==> src/rtl/ui_pkg.sv <==
// Shared types and constants for the UI event tracker: FSM states and cause bit positions.
package ui_pkg;

    typedef enum logic [1:0] {
        ST_IDLE     = 2'd0,
        ST_HOLD     = 2'd1,
        ST_COOLDOWN = 2'd2
    } state_e;

    localparam int CAUSE_W    = 4;
    localparam int CAUSE_SW   = 0;
    localparam int CAUSE_POT  = 1;
    localparam int CAUSE_SD   = 2;
    localparam int CAUSE_INIT = 3;

endpackage

==> src/rtl/ui_debounce.sv <==
// Two-flop synchroniser plus stability-window debounce for a switch vector.
// chg_o pulses for one cycle in the same cycle q_o takes its new value.
module ui_debounce #(
    parameter int WIDTH  = 16,
    parameter int CYCLES = 1000
) (
    input  logic             clk_i,
    input  logic             rst_n_i,
    input  logic [WIDTH-1:0] d_i,
    output logic [WIDTH-1:0] q_o,
    output logic             chg_o
);

    localparam int CW = $clog2(CYCLES + 1);

    logic [WIDTH-1:0] sync1_q, sync2_q, prev_q, prev_d;
    logic [WIDTH-1:0] stable_q, stable_d;
    logic [CW-1:0]    cnt_q, cnt_d;
    logic             chg_q, chg_d;

    // cnt counts consecutive cycles the synchronised value has held a
    // single value different from the committed one.
    always_comb begin
        cnt_d    = cnt_q;
        stable_d = stable_q;
        chg_d    = 1'b0;
        prev_d   = sync2_q;
        if (sync2_q == stable_q) begin
            cnt_d = '0;
        end else if (sync2_q != prev_q) begin
            cnt_d = CW'(1);
        end else begin
            cnt_d = cnt_q + 1'b1;
        end
        if (cnt_d == CW'(CYCLES)) begin
            stable_d = sync2_q;
            chg_d    = 1'b1;
            cnt_d    = '0;
        end
    end

    always_ff @(posedge clk_i or negedge rst_n_i) begin
        if (!rst_n_i) begin
            sync1_q  <= '0;
            sync2_q  <= '0;
            prev_q   <= '0;
            stable_q <= '0;
            cnt_q    <= '0;
            chg_q    <= 1'b0;
        end else begin
            sync1_q  <= d_i;
            sync2_q  <= sync1_q;
            prev_q   <= prev_d;
            stable_q <= stable_d;
            cnt_q    <= cnt_d;
            chg_q    <= chg_d;
        end
    end

    assign q_o   = stable_q;
    assign chg_o = chg_q;

endmodule

==> src/rtl/ui_event_tracker.sv <==
// Collects switch/pot/SD/init events into a pending mask and publishes
// wave parameter updates through a valid/ready handshake with a cooldown.
module ui_event_tracker
    import ui_pkg::*;
#(
    parameter int SW_WIDTH        = 16,
    parameter int POT_WIDTH       = 12,
    parameter int WS_WIDTH        = 30,
    parameter int WW_WIDTH        = 18,
    parameter int WS_SHIFT        = 18,
    parameter int WW_SHIFT        = 2,
    parameter int DEBOUNCE_CYCLES = 1000,
    parameter int POT_HYST        = 8,
    parameter int COOLDOWN_CYCLES = 100
) (
    input  logic                 clk_in,
    input  logic                 rst_n_in,
    input  logic [SW_WIDTH-1:0]  sw_in,
    input  logic [POT_WIDTH-1:0] pot_in,
    input  logic                 sd_cd_in,
    input  logic                 update_ready_in,
    output logic                 update_valid_out,
    output logic [WS_WIDTH-1:0]  wave_start_out,
    output logic [WW_WIDTH-1:0]  wave_width_out,
    output logic [3:0]           cause_out
);

    localparam int CDW = (COOLDOWN_CYCLES > 1) ? $clog2(COOLDOWN_CYCLES) : 1;
    localparam int WSX = POT_WIDTH + WS_SHIFT + WS_WIDTH;
    localparam int WWX = SW_WIDTH + WW_SHIFT + WW_WIDTH;
    localparam logic [POT_WIDTH:0] HYST_V = (POT_WIDTH + 1)'(POT_HYST);
    localparam logic [CAUSE_W-1:0] POT_MASK = CAUSE_W'(1) << CAUSE_POT;

    state_e                state_q, state_d;
    logic [CDW-1:0]        cd_q, cd_d;
    logic                  valid_q, valid_d;
    logic [WS_WIDTH-1:0]   ws_q, ws_d;
    logic [WW_WIDTH-1:0]   ww_q, ww_d;
    logic [CAUSE_W-1:0]    cause_q, cause_d;
    logic [CAUSE_W-1:0]    pend_q, pend_d;
    logic [POT_WIDTH-1:0]  pot_q, pot_d;
    logic                  sd_sync1_q, sd_sync2_q, sd_prev_q;

    logic [SW_WIDTH-1:0]   sw_cmt;
    logic                  sw_chg;
    logic [POT_WIDTH:0]    pot_diff;
    logic                  pot_evt;
    logic                  sd_rise;
    logic [CAUSE_W-1:0]    evt;
    logic [WS_WIDTH-1:0]   ws_cap;
    logic [WW_WIDTH-1:0]   ww_cap;

    ui_debounce #(
        .WIDTH  (SW_WIDTH),
        .CYCLES (DEBOUNCE_CYCLES)
    ) u_sw_db (
        .clk_i   (clk_in),
        .rst_n_i (rst_n_in),
        .d_i     (sw_in),
        .q_o     (sw_cmt),
        .chg_o   (sw_chg)
    );

    always_comb begin
        if (pot_in >= pot_q) pot_diff = {1'b0, pot_in} - {1'b0, pot_q};
        else                 pot_diff = {1'b0, pot_q} - {1'b0, pot_in};
    end

    assign pot_evt = (pot_diff > HYST_V);
    assign sd_rise = sd_sync2_q & ~sd_prev_q;

    always_comb begin
        evt             = '0;
        evt[CAUSE_SW]   = sw_chg;
        evt[CAUSE_POT]  = pot_evt;
        evt[CAUSE_SD]   = sd_rise;
    end

    // The pot sample captured becomes the new reference, so the capture-cycle
    // pot event is already satisfied by this update.
    assign ws_cap = WS_WIDTH'(WSX'(pot_in) << WS_SHIFT);
    assign ww_cap = WW_WIDTH'(WWX'(sw_cmt) << WW_SHIFT);

    always_comb begin
        state_d = state_q;
        cd_d    = cd_q;
        valid_d = valid_q;
        ws_d    = ws_q;
        ww_d    = ww_q;
        cause_d = cause_q;
        pot_d   = pot_q;
        pend_d  = pend_q | evt;
        case (state_q)
            ST_IDLE: begin
                if (pend_q != '0) begin
                    ws_d    = ws_cap;
                    ww_d    = ww_cap;
                    cause_d = pend_q;
                    pot_d   = pot_in;
                    pend_d  = evt & ~POT_MASK;
                    valid_d = 1'b1;
                    state_d = ST_HOLD;
                end
            end
            ST_HOLD: begin
                if (valid_q && update_ready_in) begin
                    valid_d = 1'b0;
                    cd_d    = '0;
                    state_d = (COOLDOWN_CYCLES == 0) ? ST_IDLE : ST_COOLDOWN;
                end
            end
            ST_COOLDOWN: begin
                if (cd_q == CDW'(COOLDOWN_CYCLES - 1)) state_d = ST_IDLE;
                else                                  cd_d    = cd_q + 1'b1;
            end
            default: state_d = ST_IDLE;
        endcase
    end

    always_ff @(posedge clk_in or negedge rst_n_in) begin
        if (!rst_n_in) begin
            state_q    <= ST_IDLE;
            cd_q       <= '0;
            valid_q    <= 1'b0;
            ws_q       <= '0;
            ww_q       <= '0;
            cause_q    <= '0;
            pend_q     <= CAUSE_W'(1) << CAUSE_INIT;
            pot_q      <= '0;
            sd_sync1_q <= 1'b0;
            sd_sync2_q <= 1'b0;
            sd_prev_q  <= 1'b0;
        end else begin
            state_q    <= state_d;
            cd_q       <= cd_d;
            valid_q    <= valid_d;
            ws_q       <= ws_d;
            ww_q       <= ww_d;
            cause_q    <= cause_d;
            pend_q     <= pend_d;
            pot_q      <= pot_d;
            sd_sync1_q <= sd_cd_in;
            sd_sync2_q <= sd_sync1_q;
            sd_prev_q  <= sd_sync2_q;
        end
    end

    assign update_valid_out = valid_q;
    assign wave_start_out   = ws_q;
    assign wave_width_out   = ww_q;
    assign cause_out        = cause_q;

endmodule

==> config.mk <==
export PLATFORM = sky130hd
export DESIGN_NAME = ui_event_tracker
export DESIGN_NICKNAME = d
export VERILOG_FILES = /design/src/rtl/ui_pkg.sv /design/src/rtl/ui_debounce.sv /design/src/rtl/ui_event_tracker.sv
export SDC_FILE = /design/constraint.sdc
export NUM_CORES = 1
export LEC_CHECK = 0
export ABC_AREA = 1
export BUFFER_PORTS_ARGS = -buffer_cell sky130_fd_sc_hd__buf_2
export CAP_MARGIN = 0
export CORE_MARGIN = 3
export CORE_UTILIZATION = 54
export CTS_BUF_LIST = sky130_fd_sc_hd__clkbuf_8
export DETAILED_ROUTE_END_ITERATION = 12
export PLACE_DENSITY = 0.75
export SLEW_MARGIN = 20
export SYNTH_ARGS = -nofsm -noshare
export SYNTH_HDL_FRONTEND = slang
export SYNTH_SLANG_ARGS = --single-unit
==> constraint.sdc <==
create_clock -name clk_in -period 2.12 [get_ports clk_in]
set_input_delay 0.106 -clock clk_in [delete_from_list [all_inputs] [get_ports clk_in]]
set_output_delay 0.106 -clock clk_in [all_outputs]
set_load 0.1 [all_outputs]
== Word-level counts from Yosys, hierarchy flattened ==
Cells that the tools add are included.

* Memory bits (read-only): 0
* Input port bits: 32
* Bits in latches: 0
* Bits in registers: 124
* Memories kept: 0
* Memory bits (writable): 0
* Logic and storage cells: 61

* Muxes and demuxes: 17
* Eq/ne operators: 10
* Magnitude comparators: 2
* Div/mod/pow operators: 0
* Multipliers: 0
* Bitwise gates (word level): 3
* $add $sub $neg: 4
* Reduce and logical (&&, ||, !) cells: 9
* Shift-type cells: 0

{| class="wikitable"
|+ Operators by type and width
! cell !! count
|-
| two-way mux 10 bit || 3
|-
| subtractor 12 x 12 -> 13 bit || 2
|-
| equality test 16 bit || 1
|-
| != test 16 bit || 1
|-
| two-way mux 7 bit || 2
|-
| one-hot mux 7 bit (2 select lines) || 1
|-
| greater-than comparator 13 x 4 -> 1 bit, second input constant || 1
|-
| two-way mux 13 bit || 1
|-
| >= comparator 12 bit || 1
|-
| adder 10 x 1 -> 10 bit, second input constant || 1
|-
| equality test 10 bit, second input constant || 1
|-
| AND reduction 3 bit || 3
|-
| two-way mux 4 bit || 2
|-
| != test 2 bit, second input constant || 4
|-
| adder 7 x 1 -> 7 bit, second input constant || 1
|-
| equality test 7 bit, second input constant || 1
|-
| two-way mux 2 bit || 3
|-
| one-hot mux 2 bit (3 select lines) || 1
|-
| OR 4 x 3 -> 4 bit || 1
|-
| nonzero test 2 bit || 2
|-
| nonzero test 4 bit || 1
|-
| two-way mux 1 bit || 3
|-
| equality test 2 x 1 -> 1 bit, second input constant || 1
|-
| equality test 2 bit, second input constant || 1
|-
| 6 further kinds || 6
|}

== Depth between registers and ports, before layout ==
* Word-level depth: 6
* Depth in mapped cells: 19
* Mapped depth without buffers: 18

== Modules after synthesis ==
A second synthesis with hierarchy kept.

* Cells, all modules: 822
* Area total of the unflattened synthesis: 6577.6 um^2

{| class="wikitable"
|+ By module, submodules not included
! module !! area each (um^2) !! cells each !! times used !! sequential area each (um^2)
|-
| ui_event_tracker || 3584.7 || 512 || 1 || 1227.4
|-
| ui_debounce || 2992.9 || 310 || 1 || 1876.8
|}

== Least setup slack after synthesis ==
No wires, ideal clock.

* Kind: register to register
* From: register, netlist name wave_start_out[18]
* To: register pend_q[1]
* Stages on the path, launching flop included: 18
* Arrival: 2.550 ns
* Slack: -0.544 ns
* Period minus slack after synthesis: 2.664 ns
* Setup time: 0.114 ns
* Cell sequence: dfrtp_1 inv_1 ha_1 fa_1 inv_1 nand2_1 nand2_1 nand2_1 nand2_1 nand2_1 a21oi_1 nand2_1 nand2_1 nand2_1 nor2_1 nand3_1 nand2_1 inv_1

{| class="wikitable"
|+ RTL lines
! what !! line !! text
|-
| to (signal assigned) || ui_event_tracker.sv:128 || <nowiki>pend_q <= CAUSE_W'(1) << CAUSE_INIT;</nowiki>
|-
| to (signal assigned) || ui_event_tracker.sv:140 || <nowiki>pend_q <= pend_d;</nowiki>
|-
| to (decl) || ui_event_tracker.sv:40 || <nowiki>logic [CAUSE_W-1:0] pend_q, pend_d;</nowiki>
|}

==> out/metrics.csv <==
stage;metric;value;unit
run_status;outcome;completed;
cts;clockBufferDepth;2;
detailed_routing;routed_wl;14.5;mm
yosys;yosysWarnings;0;
cts;insertion_delay;0.43;ns
cells_and_area;drive_gt1_share;23.7;%
yosys;synth-seq-area-share;48.8;%
yosys;synth_common_cells;nand2_1, dfrtp_1, inv_1;
critical_path;cp_common_cell;nand2_1;
yosys;synthesis.area;6360;um2
critical_path;rrSetupSlack;0.03;ns
critical_path;r2r-end;pend_q[1]$_DFF_PN0_;
timing;post-route-period-util;98.5;%
timing;setup_viol;0;
grt;grt_max_degree;56;
grt;grtUsageTotal;23.1;%
detailed_routing;drc;0;
critical_path;cpMaxStageDelayCell;dfrtp_4;
cts;root_buffer;clkbuf_8;
power_and_ir_drop;p_clk_share;21.8;%
floorplanning;coreArea;11500;um2
detailed_routing;post_drt_wl_per_cell;13.9;um
floorplanning;fp.dieW;115;um
cts;clk_pin_slew_worst_paths;0.08;ns
cells_and_area;num_antenna_cells;0;
timing;rsz0062_at_grt;yes;
power_and_ir_drop;p_sw;4790;uW
detailed_routing;via_per_inst;5.12;
critical_path;crit_type;flip-flop to flip-flop;
floorplanning;dieArea;13100;um2
power_and_ir_drop;leakagePower;0.00423;uW
critical_path;r2r_cells;16;
timing;slew_viol_final;0;
job;cap_violations;0;
detailed_routing;postRouteAntennaNets;0;
cells_and_area;layout.nets;953;
critical_path;slowest_delay;0.52;ns
detailed_routing;firstDrtPassIters;5;
critical_path;crit_chain;ha_4 -> fa_2 -> inv_2 -> nand2_1 -> nand2_1 -> nand2_2 -> nand2_2 -> nand2_1 -> nand2_1 -> nor2_1 -> nor2_1 -> nand2_1 -> nor2_1 -> nand3_1 -> nand2_1 -> inv_1;
power_and_ir_drop;swShare;45.9;%
power_and_ir_drop;intPower;5640;uW
critical_path;crit_arrival;2.42;ns
yosys;synth_edf_count;0;
timing;fmax;479;MHz
yosys;synth_most_common_cell;nand2_1;
floorplanning;die_h;115;um
grt;grt_pass1_wl;23.9;mm
power_and_ir_drop;p_comb_share;50.0;%
grt;overflow;0;
yosys;synth_top_area_cell;dfrtp_1;
yosys;synthTopCellsByArea;dfrtp_1, nand2_1, inv_1;
floorplanning;start_util;55.5;%
timing;setup_ws;0.0309;ns
yosys;postSynthCellCount;756;
power_and_ir_drop;pwr-share-seq;28.2;%
critical_path;startpoint_type;flip-flop;
place;port_buffers;64;
hold_path;min_delay_path_depth;4;
hold_path;hold_end;state_q[0]$_DFFE_PN0P_;
timing;fin_crit;2.09;ns
grt;grt_pass1_vias;5293;
floorplanning;core.rowCount;39;
timing;hold_viol;0;
yosys;ys_ff_latch;124;
critical_path;r2r_start;wave_start_out[18]$_DFFE_PN0P_;
yosys;synth.distinct_cells;39;
detailed_routing;num_vias;5368;
cts;cts_buffers;17;
place;post-place-ws;-0.0989;ns
yosys;async_reset_ff_share;100;%
power_and_ir_drop;p_total;10400;uW
hold_path;min_from;update_ready_in;
cells_and_area;area_delta_synth_final;26.9;%
timing;holdWs;0.0392;ns
hold_path;hold_class;input port to flip-flop;
critical_path;worstPathRequired;2.45;ns
power_and_ir_drop;power_density;1290;nW/um2
yosys;yosysTopAreaCellShare;48.4;%
place;place.gp.congestion;0.918;
timing;fin_worst_skew;0.0101;ns
detailed_routing;drt_iter0_drc;351;
critical_path;path_max_fanout;3;
grt;antenna_found_initial;0;
critical_path;crit_path_end_kind;flip-flop;
yosys;synth_top_flop_cell;dfrtp_1;
cts;clock-sinks;124;
cts;cts_max_level;4;
cts;cts_tree;yes;
place;hpwl;10.4;mm
floorplanning;num_io_pins;85;
cells_and_area;fillerInstances;836;
power_and_ir_drop;ir_drop;1170;uV
yosys;syn_area_per_cell;8.42;um2
timing;tns;0;ns
[final cells by class]
type | count | area, um2 | share of cell area (%)
clock buffer | 18 | 248 | 3.07
multi-input combinational | 521 | 3020 | 37.5
clock inverter | 14 | 190 | 2.36
inverter | 101 | 379 | 4.70
tap | 143 | 179 | 2.22
timing repair buffer | 128 | 903 | 11.2
sequential | 124 | 3150 | 39.0
[sequential cells by signal (all words and copies together) (netlist names)]
register	count
u_sw_db.prev_d	16
u_sw_db.prev_q	16
u_sw_db.q_o	16
u_sw_db.sync1_q	16
wave_width_out	16
wave_start_out	12
u_sw_db.cnt_q	10
cd_q	7
cause_out	4
pend_q	4
state_q	2
sd_prev_q	1
sd_sync1_q	1
sd_sync2_q	1
u_sw_db.chg_o	1
update_valid_out	1
[power by group through the flow]
stage	logic, uW	clock network, uW	registers, uW
after floorplan	2460	0	3930
after global placement	4600	0	2940
after CTS	4850	2320	2920
final	5220	2270	2940
after global routing	5690	2410	2970
after detailed placement	4670	0	2960
[cell usage in the layout, fill, tap and decap left out, drive strengths merged, types with 6 or more instances in the layout]
master,instances
nand2,241
dfrtp,123
inv,105
buf,98
nand3,55
nor2,52
xnor2,32
dlygate4sd3,30
ha,26
o21ai,25
a21oi,22
conb,20
clkbuf,18
nand4,18
xor2,9
nand3b,6
[cells by family (layout without fill, tap and decap cells)]
group | after synthesis | after routing | synth area share [%]
xor gates and xnor gates | 41 | 41 | 5.94
and+or+nand+nor | 376 | 377 | 25.6
DFF | 124 | 124 | 48.8
AOI/OAI and AO/OA | 55 | 55 | 4.60
adders and majority gates | 28 | 28 | 5.74
buffers and inverters | 131 | 261 | 9.24
other | 1 | 20 | 0.0589
[through the flow]
step                area (um2)  cells  util (%)
floorplan                 6530    775         -
global placement          7060    980      61.6
detailed placement        7060    980      61.6
CTS                       7880   1044      68.7
global route              8070   1049      70.4
finish                    8070   1049      70.4
[worst max-delay path by stage]
stage,start,endpoint,slack [ns]
after floorplan,wave_start_out[18]$_DFFE_PN0P_,pend_q[1]$_DFF_PN0_,-0.06
after global placement,wave_start_out[23]$_DFFE_PN0P_,pend_q[1]$_DFF_PN0_,-0.12
after detailed placement,wave_start_out[24]$_DFFE_PN0P_,pend_q[1]$_DFF_PN0_,-0.1
after CTS,wave_start_out[18]$_DFFE_PN0P_,pend_q[1]$_DFF_PN0_,0.0004
after global routing,wave_start_out[18]$_DFFE_PN0P_,pend_q[1]$_DFF_PN0_,-0.18
final,wave_start_out[18]$_DFFE_PN0P_,pend_q[1]$_DFF_PN0_,0.03
[worst max-delay path: cells and delay by family, from the launching register on]
family        cells  cell delay [ns]
simple gates     12             0.79
buf+inv           2             0.12
fa+ha+maj         2             0.56
flops             1             0.52
[what timing repair did]
action,4_1_cts,5_1_grt
cloned,0,1
resized for setup,18,33
pin swaps,7,13
endpoints found under the hold margin,130,0
setup buffers,2,4
hold buffers,30,0
setup endpoints to repair,1,16
[layer usage]
metal | vias to the layer above | track usage [%] | share of wire, %
li1 | 2600 | - | -
met1 | 2581 | 26.8 | 41
met2 | 150 | 40.3 | 52
met3 | 37 | 4.81 | 4.1
met4 | 0 | 11.6 | 2.9
met5 | - | 0 | 0
(Power assumes the default switching activity.)
